--- src/rtl/id_ex_stage_pkg.sv ---
// Shared ID/EX pipeline definitions: widths, control bundle
// and the operand-read rules also used by forwarding.
package id_ex_stage_pkg;

    localparam int XLEN    = 32;
    localparam int REG_W   = 5;
    localparam int ALUOP_W = 4;

    typedef struct packed {
        logic [ALUOP_W-1:0] aluOp;
        logic               isAuipc;
        logic               aluSrc;
        logic               memWrite;
        logic               memRead;
        logic               regWr;
    } idExCtrl_t;

    function automatic logic rs1Read(
        input logic             isAuipc,
        input logic [REG_W-1:0] rs1
    );
        return ~isAuipc & (rs1 != '0);
    endfunction

    // Stores read rs2 even though the ALU takes the immediate
    function automatic logic rs2Read(
        input logic             aluSrc,
        input logic             memWrite,
        input logic [REG_W-1:0] rs2
    );
        return (~aluSrc | memWrite) & (rs2 != '0);
    endfunction

endpackage

--- src/rtl/id_ex_stage_hazard_detect.sv ---
// Load-use hazard detection between the load in EX and the
// instruction in ID.
module hazard_detect
    import id_ex_stage_pkg::*;
(
    input  logic             exValid,
    input  logic             exMemRead,
    input  logic [REG_W-1:0] exRd,
    input  logic             idValid,
    input  logic [REG_W-1:0] idRs1,
    input  logic [REG_W-1:0] idRs2,
    input  logic             idIsAuipc,
    input  logic             idAluSrc,
    input  logic             idMemWrite,
    output logic             loadUse
);

    logic useRs1;
    logic useRs2;

    always_comb begin
        useRs1 = rs1Read(idIsAuipc, idRs1) & (idRs1 == exRd);
        useRs2 = rs2Read(idAluSrc, idMemWrite, idRs2) & (idRs2 == exRd);
        loadUse = exValid & exMemRead & (exRd != '0) & idValid
                & (useRs1 | useRs2);
    end

endmodule

--- src/rtl/id_ex_stage.sv ---
// ID/EX pipeline register with load-use bubble insertion,
// flush, downstream stall and a saturating bubble counter.
module id_ex_stage
    import id_ex_stage_pkg::*;
#(
    parameter int XLEN = id_ex_stage_pkg::XLEN
) (
    input  logic            clk,
    input  logic            rst_n,
    input  logic            id_valid,
    input  logic [XLEN-1:0] id_pc,
    input  logic [4:0]      id_rs1,
    input  logic [4:0]      id_rs2,
    input  logic [4:0]      id_rd,
    input  logic [XLEN-1:0] id_imm,
    input  logic [XLEN-1:0] id_rdata1,
    input  logic [XLEN-1:0] id_rdata2,
    input  logic [3:0]      id_aluop,
    input  logic            id_is_auipc,
    input  logic            id_alusrc,
    input  logic            id_memwrite,
    input  logic            id_memread,
    input  logic            id_regwr,
    input  logic            flush,
    input  logic            mem_stall,
    output logic            ex_valid,
    output logic [XLEN-1:0] ex_pc,
    output logic [4:0]      ex_rs1,
    output logic [4:0]      ex_rs2,
    output logic [4:0]      ex_rd,
    output logic [XLEN-1:0] ex_imm,
    output logic [XLEN-1:0] ex_rdata1,
    output logic [XLEN-1:0] ex_rdata2,
    output logic [3:0]      ex_aluop,
    output logic            ex_is_auipc,
    output logic            ex_alusrc,
    output logic            ex_memwrite,
    output logic            ex_memread,
    output logic            ex_regwr,
    output logic            id_stall,
    output logic [31:0]     bubble_cnt
);

    idExCtrl_t idCtrl;
    idExCtrl_t exCtrl;
    logic      loadUse;
    logic      insertBubble;

    hazard_detect uHazard (
        .exValid    (ex_valid),
        .exMemRead  (exCtrl.memRead),
        .exRd       (ex_rd),
        .idValid    (id_valid),
        .idRs1      (id_rs1),
        .idRs2      (id_rs2),
        .idIsAuipc  (id_is_auipc),
        .idAluSrc   (id_alusrc),
        .idMemWrite (id_memwrite),
        .loadUse    (loadUse)
    );

    // An invalid instruction never carries live side effects
    always_comb begin
        idCtrl.aluOp    = id_aluop;
        idCtrl.isAuipc  = id_is_auipc;
        idCtrl.aluSrc   = id_alusrc;
        idCtrl.memWrite = id_memwrite & id_valid;
        idCtrl.memRead  = id_memread & id_valid;
        idCtrl.regWr    = id_regwr & id_valid;
    end

    assign insertBubble = ~mem_stall & ~flush & loadUse;
    assign id_stall     = mem_stall | (~flush & loadUse);

    always_ff @(posedge clk or negedge rst_n) begin
        if (!rst_n) begin
            ex_valid  <= 1'b0;
            ex_pc     <= '0;
            ex_rs1    <= '0;
            ex_rs2    <= '0;
            ex_rd     <= '0;
            ex_imm    <= '0;
            ex_rdata1 <= '0;
            ex_rdata2 <= '0;
            exCtrl    <= '0;
        end else if (!mem_stall) begin
            if (flush || loadUse) begin
                ex_valid        <= 1'b0;
                exCtrl.memWrite <= 1'b0;
                exCtrl.memRead  <= 1'b0;
                exCtrl.regWr    <= 1'b0;
            end else begin
                ex_valid  <= id_valid;
                ex_pc     <= id_pc;
                ex_rs1    <= id_rs1;
                ex_rs2    <= id_rs2;
                ex_rd     <= id_rd;
                ex_imm    <= id_imm;
                ex_rdata1 <= id_rdata1;
                ex_rdata2 <= id_rdata2;
                exCtrl    <= idCtrl;
            end
        end
    end

    always_ff @(posedge clk or negedge rst_n) begin
        if (!rst_n) begin
            bubble_cnt <= '0;
        end else if (insertBubble && bubble_cnt != 32'hFFFF_FFFF) begin
            bubble_cnt <= bubble_cnt + 32'd1;
        end
    end

    assign ex_aluop    = exCtrl.aluOp;
    assign ex_is_auipc = exCtrl.isAuipc;
    assign ex_alusrc   = exCtrl.aluSrc;
    assign ex_memwrite = exCtrl.memWrite;
    assign ex_memread  = exCtrl.memRead;
    assign ex_regwr    = exCtrl.regWr;

endmodule
--- config.mk ---
export PLATFORM = sky130hd
export DESIGN_NAME = id_ex_stage
export DESIGN_NICKNAME = d
export VERILOG_FILES = /design/src/rtl/id_ex_stage_pkg.sv /design/src/rtl/id_ex_stage_hazard_detect.sv /design/src/rtl/id_ex_stage.sv
export SDC_FILE = /design/constraint.sdc
export NUM_CORES = 1
export LEC_CHECK = 0
export ABC_AREA = 1
export ABC_CLOCK_PERIOD_IN_PS = 1800
export BUFFER_PORTS_ARGS = -buffer_cell sky130_fd_sc_hd__buf_4
export CAP_MARGIN = 20
export CELL_PAD_IN_SITES_DETAIL_PLACEMENT = 0
export CELL_PAD_IN_SITES_GLOBAL_PLACEMENT = 1
export CORE_ASPECT_RATIO = 2
export CORE_MARGIN = 2
export CORE_UTILIZATION = 30
export CTS_CLUSTER_SIZE = 28
export DETAILED_ROUTE_END_ITERATION = 16
export GPL_TIMING_DRIVEN = 0
export PLACE_DENSITY_LB_ADDON = 0.15
export SYNTH_ARGS = -nofsm -noshare
export SYNTH_HDL_FRONTEND = slang
export SYNTH_HIERARCHICAL = 1
export SYNTH_SLANG_ARGS = --single-unit
--- constraint.sdc ---
create_clock -name clk -period 1.8 [get_ports clk]
set_clock_uncertainty 0.1 [all_clocks]
set_input_delay 0.09 -clock clk [delete_from_list [all_inputs] [get_ports clk]]
set_output_delay 0.09 -clock clk [all_outputs]
set_load 0.02 [all_outputs]
==> metrics.md, run 1 <==
| Metric | Value |
|---|---|
| DRC Markers | 0 |
| Largest fanout on the critical path | 10 |
| CP required | around 2.0 ns |
| Site row count | 85 |
| Core ar. | ~27000 um2 |
| Finished Layout Cells | 1910 |
| Post-synth top flop | dfrtp_1 |
| Worst Setup Start Kind | register |
| Leak pwr | 7.28 nW |
| Initial Util | 0.303 |
| Die Wd | between 100 and 150 um |
| Worst setup path end | ex_rdata2[16] |
| Most common cell in the netlist | nand2_1 |
| Die height | between 200 and 250 um |
| Clock Tree Root | clkbuf_16 |
| Antenna-violating nets left | 0 |
| Num CTS Buffers | 17 |
| Worst Path Arrival | about 2.3 ns |
| GP Congestion | around 0.83 |
| I/O pins | between 300 and 400 |
| Pins over their slew limit | 0 |
| Clock power frac | 0.332 |
| Post-synthesis cell count | 1017 |
| Pin count of the biggest net entering global routing | approximately 120 |
| IO buf count | between 300 and 400 |
| Final worst path period share | 1.17 |
| CTS tree | done |
| Yosys synthesis warning count | 6 |
| Setup violators final | 186 |
| Final core occ | 0.521 |
| Post-synthesis compound-gate area fraction | 0.0102 |
| Power share of the combinational group | 0.239 |
| Crit end category | register |
| DP Cell Count | roughly 1.7k |
| Sequential Power Share | 0.429 |
| Mux cell area share after synthesis | 0 |
| Switching part of the total | 0.297 |
| P_sw | ~0.0034 W |
| Final hold viol count | 0 |
| Hold/Removal Path Class | primary input to register |
| R2r startpoint | ex_rd[3] |
| Via-to-Cell Ratio | roughly 4.4 |
| Clock Tree Buf Depth | 2 |
| # fillers | approximately 2.5k |
| Worst-path clk slew | roughly 0.070 ns |
| Ys async rst share | 1.00 |
| Area Growth Syn to Fin | 72.2% |
| Failing checks | negative setup slack |
| Area share of the largest cell type after synthesis | 0.573 |
| Critical path class | register to register |
| Final setup TNS | -43.27 ns |
| PwrDens | between 800 and 900 nW/um2 |
| R2R depth | 13 |
| Initial DRC count | around 340 |
| Flop and latch count out of synthesis | 185 |
| Final Critical Period | about 2.1 ns |
| Post-Place Worst Slack | -0.635 ns |
| Synth cell count leaders | nand2_1 (603), dfrtp_1 (185), nor2_1 (55), inv_1 (42), nand3_1 (25) |
| Clock tree sinks | 185 |
| Total number of vias | around 8.4k |
| Htree depth | 4 |
| Vias in the first global route | ~8.4k |
| Largest area contributor in the netlist | dfrtp_1 |
| HPWL Detailed | roughly 20000 um |
| Seq/Total Area, Yosys | 0.573 |
| XOR/XNOR share of the synthesized area | 0.0108 |
| Reg2reg end | ex_rdata2[16] |
| Initial antenna violation count | 1 |
| Distinct cells, synth | 29 |
| Layout cells sized above 1 | 0.317 |
| Gr usage total | 0.204 |
| Synthesized area per cell | a little under 8 um2 |
| First-pass GRT wire length | about 45000 um |
| Unrepaired setup endpoints after global routing | yes |
| EDFF count, synth | 0 |
| Largest family of logic cells by synthesized area | simple AND/OR/NAND/NOR gates |
| Adder-Cell Fraction of Synth Area | 0.00155 |
| Die area | 28300 um2 |
| Rel. slew slack | 0.393 |
| Synth top area cells | dfrtp_1 (57%), nand2_1 (28%), nor2_1 (2.6%) |
| Power Internal | between 0.007 and 0.008 W |
| Max-cap viol count | 0 |
| Reg2reg setup slack | -0.31 ns |
| Critical path origin | ex_rd[3] |
| Clock latency on the worst-skew pair | approximately 0.45 ns |
| Synth Cell Area | 8080 um2 |
| Status | finished, violations left |
| Drt first pass iters | 4 |
| Nets | roughly 1.7k |
| Grt ovf | 0 |
| Mapped Nets | 1175 |
| Post-Synth Simple-Gate Area | 0.357 |
| Fmax | 474 MHz |
| DRT Wirelength | between 20000 and 30000 um |
| VDD IR max | between 600 and 700 uV |
| Setup ws final | -0.308 ns |
| Drt wl/cell | 15.0 um |
| Worst Tran Pin Value | 0.910 ns |
==> how the worst min path moves through the flow <==
stage                   from             end  slack [ns]  cells past startpoint
5_1_grt                flush     ex_is_auipc        0.14                      6
3_5_place_dp           rst_n   ex_rdata1[13]        0.14                      1
4_1_cts                flush  bubble_cnt[16]        0.06                      6
3_3_place_gp   id_rdata2[19]   ex_rdata2[19]        0.18                      3
2_1_floorplan          rst_n   bubble_cnt[0]       -0.31                      0
6_report               flush        ex_pc[8]        0.13                      6
==> layout make-up <==
cell class,count,area [um2],area share
Clock buffer,22,454,0.0327
Inverter,48,203,0.0146
Buffer,37,440,0.0317
Timing Repair inverter,1,8.76,0.000630
Timing Repair Buffer,512,4330,0.311
Tap cell,348,435,0.0313
Antenna cell,1,2.50,0.000180
Clock inverter,10,120,0.00864
Sequential cell,185,4640,0.333
Multi-Input combinational cell,746,3280,0.236
==> layer usage <==
| layer | track usage | up-vias | share of wire |
|---|---|---|---|
| li1 | - | 4166 | - |
| met1 | 0.262 | 3943 | 0.43 |
| met2 | 0.322 | 296 | 0.47 |
| met3 | 0.0665 | 37 | 0.082 |
| met4 | 0.0699 | 0 | 0.022 |
| met5 | 0 | - | 0 |
==> power groups by stage <==
| stage | clock [W] | combinational, W | sequential, W |
|---|---|---|---|
| after global placement | 0 | 0.00230 | 0.00491 |
| after CTS | 0.00389 | 0.00266 | 0.00486 |
| after floorplan | 0 | 0.000513 | 0.00542 |
| final | 0.00377 | 0.00271 | 0.00486 |
| after global routing | 0.00405 | 0.00294 | 0.00491 |
| after detailed placement | 0 | 0.00233 | 0.00492 |
==> stage by stage <==
stage / hold WS, ns / total power, W / instance area (um2)
floorplan: -0.306 / 0.00594 / 8140
global placement: 0.184 / 0.00721 / 11100
detailed placement: 0.140 / 0.00725 / 11200
CTS: 0.0638 / 0.0114 / 13500
global route: 0.138 / 0.0119 / 13900
finish: 0.126 / 0.0113 / 13900
==> critical path, cell delays in order, from the launching register on <==
cell	delay, ns
dfrtp_2	0.42
inv_2	0.06
nand2_2	0.07
nand2_2	0.06
nor2_2	0.10
nand4_1	0.14
a21oi_4	0.29
nor2_4	0.09
nand2_8	0.14
clkinv_8	0.10
buf_6	0.13
buf_12	0.14
nand2_2	0.09
nand2_1	0.06
==> logic make-up (layout without fill, tap and decap cells) <==
group,count (synthesis),after routing
and+or+nand+nor,723,723
DFF,185,185
buffers and inverters,86,630
AOI/OAI and AO/OA,12,12
xor gates and xnor gates,10,10
adders and majority gates,1,1
other,0,1
==> state kept, by name (all words and copies together), names as in the netlist <==
name         cells
ex_rs1           5
ex_rdata2       32
bubble_cnt      32
ex_is_auipc      1
ex_rdata1       32
ex_rd            5
ex_imm          32
ex_alusrc        1
ex_regwr         1
ex_aluop         4
ex_rs2           5
ex_memread       1
ex_pc           32
ex_memwrite      1
ex_valid         1
==> repair_timing <==
item,in CTS,in global routing
hold buffers,155,0
setup endpoints to repair,186,186
buffers inserted,2,9
gates cloned,1,3
pin swaps,13,20
hold endpoints to repair,266,0
resized for setup,65,82
==> cell usage in the layout, fill, tap and decap left out, drive strengths merged <==
cell	count
and2	2
nand2	608
diode	1
nor3	3
o21ai	5
clkbuf	27
dlygate4sd3	155
dfrtp	185
a21oi	3
xnor2	7
a32o	3
xor2	3
bufinv	2
nand4	17
buf	389
clkinv	3
clkinvlp	5
inv	49
ha	1
nand3b	7
nor2	60
a22o	1
nand3	26
Note: power is estimated with default switching activity, not from simulation.
==> inputs of run 2 (changes only) <==
Settings changed: GPL_TIMING_DRIVEN 0 to unset.
==> metrics.md, run 2 (synthesis results as in run 1) <==
| Metric | Value |
|---|---|
| Status | finished, violations left |
| Failing checks | negative setup slack |
| Setup violators final | 186 (unchanged) |
| Clock Tree Root | clkbuf_16 |
| Pin count of the biggest net entering global routing | 67 (-42%) |
| Initial DRC count | 538 (+57%) |
| Vias in the first global route | 8604 (+2.3%) |
| Sequential standard cell area | 4640 um2 (unchanged) |
| Leak pwr | 7.32 nW (+0.54%) |
| WP buf/inv | 2 (-2) |
| Reg2reg end | ex_rdata2[28] |
| Grt ovf | 0 (unchanged) |
| Delay-heaviest family, CP | flip-flops |
| Final Critical Period | 2.02 ns (-0.0910 ns) |
| Worst Setup Start Kind | register |
| Max-cap viol count | 0 (unchanged) |
| Drt first pass iters | 7 (+3) |
| Via-to-Cell Ratio | 4.41 (-0.21%) |
| Largest fanout on the critical path | 4 (-6) |
| DRC Markers | 0 (unchanged) |
| Num CTS Buffers | 17 (unchanged) |
| Crit end category | output pin |
| GP Congestion | 0.850 (+1.9%) |
| Unrepaired setup endpoints after global routing | yes |
| Area Growth Syn to Fin | 72.0% |
| Htree depth | 4 (unchanged) |
| Critical-path cell list | xor2_1, nor2_1, nand3_1, a21oi_4, inv_1, o21ai_1, buf_4 |
| Die area | 28300 um2 (unchanged) |
| Die Wd | 120 um (unchanged) |
| HPWL Detailed | 19900 um (-2.1%) |
| Post-route cell area | 13900 um2 (-0.11%) |
| Layout cells sized above 1 | 0.306 (-0.0110) |
| Most common cell after layout, fill and taps aside | nand2_1 |
| Finished Layout Cells | 1916 (+0.31%) |
| Total number of vias | 8451 (+0.11%) |
| Drt wl/cell | 15.0 um (-0.21%) |
| Fmax | 496 MHz (+4.5%) |
| CP max-delay cell | dfrtp_2 |
| R2r startpoint | ex_rd[1] |
| Initial Util | 0.303 (unchanged) |
| IO buf count | 342 (unchanged) |
| Gr usage total | 0.206 (+0.00212) |
| Worst-path clk slew | 0.07 ns (about the same) |
| Site row count | 85 (unchanged) |
| Die height | 236 um (unchanged) |
| Clock latency on the worst-skew pair | 0.44 ns (about the same) |
| Nets | 1715 (+0.53%) |
| DRT Wirelength | 28700 um (+0.10%) |
| CP required | 1.61 ns (-0.42 ns) |
| Initial antenna violation count | 0 (-1) |
| Hold/Removal Path Class | primary input to async pin |
| Clock Tree Buf Depth | 2 (unchanged) |
| Final hold viol count | 0 (unchanged) |
| Multi-input gate area | 3200 um2 (-2.4%) |
| Final worst path period share | 1.12 (-0.0506) |
| R2R depth | 11 (-2) |
| Worst Path Arrival | 1.83 ns (-0.51 ns) |
| Critical path class | register to output pin |
| VDD IR max | 619 uV (-4.0%) |
| Rel. slew slack | 0.716 (+0.322) |
| CTS tree | done |
| Max incr delay on CP | 0.43 ns (about the same) |
| First-pass GRT wire length | 45800 um (+1.0%) |
| PwrDens | 800 nW/um2 (-1.8%) |
| Core ar. | 26700 um2 (unchanged) |
| Commonest cells after routing, fill and taps aside | nand2_1 (592), buf_4 (378), dfrtp_1 (180), dlygate4sd3_1 (155), nor2_1 (48) |
| Antenna-violating nets left | 0 (unchanged) |
| Clock tree sinks | 185 (unchanged) |
| Pins over their slew limit | 0 (unchanged) |
| Inserted Diodes | 0 (-1) |
| DP Cell Count | 1720 (+0.70%) |
| # fillers | 2468 (-1.7%) |
| I/O pins | 343 (unchanged) |
| Setup ws final | -0.217 ns (+0.0910 ns) |
| Post-DP Area | 11500 um2 (+2.5%) |
| Worst Tran Pin Value | 0.426 ns (-0.484 ns) |
| Reg2reg setup slack | -0.21 ns (+0.10 ns) |
## run 2: metal layers
metal | GRT usage | up-vias | routed length [um]
met4 | 0.0724 | 0 | 563
met3 | 0.0595 | 31 | 2180
met1 | 0.261 | 3918 | 12500
li1 | - | 4184 | -
met2 | 0.335 | 318 | 13400
met5 | 0 | - | 0
## run 2: final cells by class
cell class	instances	area share
clock inverter	6	0.00288
sequential	185	0.334
tap	348	0.0313
clock buffer	24	0.0368
timing repair buffer	556	0.349
inverter	48	0.0148
multi-input combinational	748	0.230
timing repair inverter	1	0.000811
## run 2: what timing repair did
item	4_1_cts	5_1_grt
cloned	5	1
setup buffers	0	5
pin swaps	16	1
hold endpoints to repair	338	0
hold buffers	155	0
gates resized for setup	25	17
endpoints found under the setup margin	185	186
## run 2: worst max path at each step
| stage | start | end | slack, ns | depth (start not counted) |
|---|---|---|---|---|
| floorplan | ex_rd[3] | ex_valid | -0.03 | 11 |
| global route | ex_rd[3] | id_stall | -0.40 | 9 |
| global placement | ex_rd[3] | ex_imm[11] | -0.27 | 12 |
| detailed placement | ex_rd[3] | ex_imm[11] | -0.26 | 12 |
| finish | ex_rd[1] | id_stall | -0.22 | 7 |
| CTS | ex_rd[3] | ex_rdata1[2] | -0.26 | 12 |
## run 2: stage by stage
step	total power [W]	hold WS [ns]	setup slack, ns	util	TNS [ns]
3_3_place_gp	0.00726	-0.0425	-0.270	0.429	-30.04
5_1_grt	0.0117	0.0539	-0.399	0.520	-56.81
4_1_cts	0.0112	0.0416	-0.263	0.515	-32.60
6_report	0.0111	0.0448	-0.217	0.520	-27.15
2_1_floorplan	0.00594	-0.306	-0.0265	-	-1.71
3_5_place_dp	0.00728	-0.0392	-0.262	0.429	-31.26
## run 2: power by group
part	internal, W	total [W]	switching (W)
Combinational	0.00129	0.00269	0.00140
Clock	0.00197	0.00358	0.00161
Sequential	0.00458	0.00485	0.000261
==> inputs of run 3 (changes only) <==
Settings changed: CORE_MARGIN 2 to 5.
==> metrics.md, run 3 (synthesis results as in run 1) <==
| Metric | Value |
|---|---|
| Leak pwr | 7.44 nW (+1.6%) |
| Max incr delay on CP | 0.42 ns (about the same) |
| Hold/Removal Path Class | primary input to async pin |
| Drt first pass iters | 4 (-3) |
| Num CTS Buffers | 17 (unchanged) |
| Initial Util | 0.301 (-0.00120) |
| HPWL Detailed | 23200 um (+17%) |
| Worst-path clk slew | 0.07 ns (about the same) |
| Clock tree sinks | 185 (unchanged) |
| VDD IR max | 692 uV (+12%) |
| R2R depth | 14 (+3) |
| Clock latency on the worst-skew pair | 0.44 ns (about the same) |
| Vias in the first global route | 9010 (+4.7%) |
| Clock Tree Root | clkbuf_16 |
| Status | finished, violations left |
| Site row count | 85 (unchanged) |
| Die height | 242 um (+2.5%) |
| DRC Markers | 0 (unchanged) |
| Die area | 30500 um2 (+7.7%) |
| Core ar. | 26800 um2 (+0.40%) |
| Layout cells sized above 1 | 0.312 (+0.00575) |
| Clock Tree Buf Depth | 2 (unchanged) |
| Hold slack | 0.0455 ns (+0.000725 ns) |
| Sequential standard cell area | 4640 um2 (unchanged) |
| Reg2reg setup slack | -0.26 ns (-0.05 ns) |
| Max-cap viol count | 0 (unchanged) |
| Nets | 1729 (+0.82%) |
| Setup violators final | 186 (unchanged) |
| Initial antenna violation count | 1 (+1) |
| Final hold viol count | 0 (unchanged) |
| Tot Pwr | 0.0115 W (+3.3%) |
| Delay-heaviest family, CP | buffers and inverters |
| Drt wl/cell | 16.6 um (+11%) |
| Worst Setup Start Kind | register |
| Failing checks | negative setup slack |
| WP buf/inv | 5 (+3) |
| Gr usage total | 0.207 (+0.000703) |
| Rel. slew slack | 0.729 (+0.0135) |
| Final setup TNS | -38.99 ns (-11.84 ns) |
| DRT Wirelength | 32000 um (+12%) |
| # fillers | 2629 (+6.5%) |
| Crit path top cell by count | nand2_1 |
| Initial DRC count | 329 (-39%) |
| Most common cell after layout, fill and taps aside | nand2_1 |
| Setup ws final | -0.263 ns (-0.0460 ns) |
| Critical path class | register to register |
| Commonest cells after routing, fill and taps aside | nand2_1 (595), buf_4 (386), dfrtp_1 (180), dlygate4sd3_1 (155), nor2_1 (48) |
| GP Congestion | 0.816 (-4.0%) |
| CTS tree | done |
| Die Wd | 126 um (+5.0%) |
| Final core occ | 0.525 (+0.00447) |
| IO buf count | 342 (unchanged) |
| Critical-path cell list | buf_6, nand2_2, nand2_1, nor2_1, nand4_1, a21oi_2, buf_4, nor2_2, nand2_4, buf_12, clkinv_8, buf_16, nand2_1, nand2_1 |
| Antenna-violating nets left | 0 (unchanged) |
| Crit end category | register |
| Fmax | 485 MHz (-2.2%) |
| Total number of vias | 8517 (+0.78%) |
| Area Growth Syn to Fin | 74.1% |
| Grt ovf | 0 (unchanged) |
| Largest fanout on the critical path | 27 (+23) |
| I/O pins | 343 (unchanged) |
| Final worst path period share | 1.15 (+0.0256) |
| Multi-input gate area | 3160 um2 (-1.2%) |
| Worst Path Arrival | 2.29 ns (+0.46 ns) |
| R2r startpoint | ex_rd[3] |
| Pins over their slew limit | 0 (unchanged) |
| PwrDens | 817 nW/um2 (+2.0%) |
| Via-to-Cell Ratio | 4.41 (-0.11%) |
| CP max-delay cell | dfrtp_2 |
| Finished Layout Cells | 1933 (+0.89%) |
| Worst Tran Pin Value | 0.406 ns (-0.0202 ns) |
| Unrepaired setup endpoints after global routing | yes |
| CP required | 2.03 ns (+0.42 ns) |
| Reg2reg end | ex_rdata1[22] |
| First-pass GRT wire length | 49400 um (+7.8%) |
| Htree depth | 4 (unchanged) |
| Pin count of the biggest net entering global routing | 72 (+7.5%) |
| Final Critical Period | 2.06 ns (+0.0460 ns) |
| DP Cell Count | 1727 (+0.41%) |
run 3: changes by cell type in the layout (fill, tap and decap cells not counted), sizes merged:
cell and delta:
clkbuf +1, nand2 -2, diode +1, inv +3
buf +12, clkinv +3, bufinv +2, clkinvlp -3
run 3: cell type report:
class	instances	share of cell area
Timing Repair Buffer	571	0.356
Sequential cell	185	0.330
Multi-Input combinational cell	746	0.225
Clock buffer	22	0.0344
Tap cell	348	0.0310
Inverter	48	0.0146
Clock inverter	10	0.00809
Timing Repair inverter	2	0.00178
Antenna cell	1	0.000178
run 3: how the worst max path moves through the flow:
stage                        start  depth (start not counted)        endpoint  slack [ns]
after floorplan           ex_rd[3]                         11        ex_valid       -0.03
after global placement    ex_rd[2]                         11        ex_pc[5]       -0.32
after detailed placement  ex_rd[2]                         11   ex_rdata1[16]       -0.37
after CTS                 ex_rd[3]                          9        id_stall       -0.28
after global routing      ex_rd[2]                         14  bubble_cnt[25]       -0.44
final                     ex_rd[3]                         14   ex_rdata1[22]       -0.26
run 3: worst register-to-register path: cells and delay by family, from the launching register on:
family | cells | cell delay, ns
compound gates | 1 | 0.20
flops | 1 | 0.42
buf+inv | 5 | 0.63
simple gates | 8 | 0.61
run 3: report_power, final:
group          total (W)  switching (W)  internal [W]
Sequential       0.00484       0.000257       0.00458
Combinational    0.00278        0.00146       0.00132
Clock            0.00386        0.00167       0.00220
run 3: stage by stage:
| stage | setup WS (ns) | instance area [um2] |
|---|---|---|
| 6_report | -0.263 | 14100 |
| 5_1_grt | -0.438 | 14100 |
| 4_1_cts | -0.283 | 13700 |
| 3_5_place_dp | -0.366 | 11500 |
| 3_3_place_gp | -0.318 | 11500 |
| 2_1_floorplan | -0.0265 | 8140 |
run 3: metal layers:
metal / share of wire / GRT usage / up-vias
met3: 0.060 / 0.0598 / 75
met2: 0.55 / 0.384 / 268
met5: 0 / 0 / -
li1: - / - / 4201
met4: 0.052 / 0.109 / 0
met1: 0.33 / 0.203 / 3973
run 3: timing repair:
item / CTS / global route
gates resized for setup: 21 / 27
pin swaps: 11 / 15
buffers inserted: 2 / 10
endpoints found under the hold margin: 338 / 0
gates cloned: 0 / 6
endpoints found under the setup margin: 186 / 186
hold buffers: 155 / 0
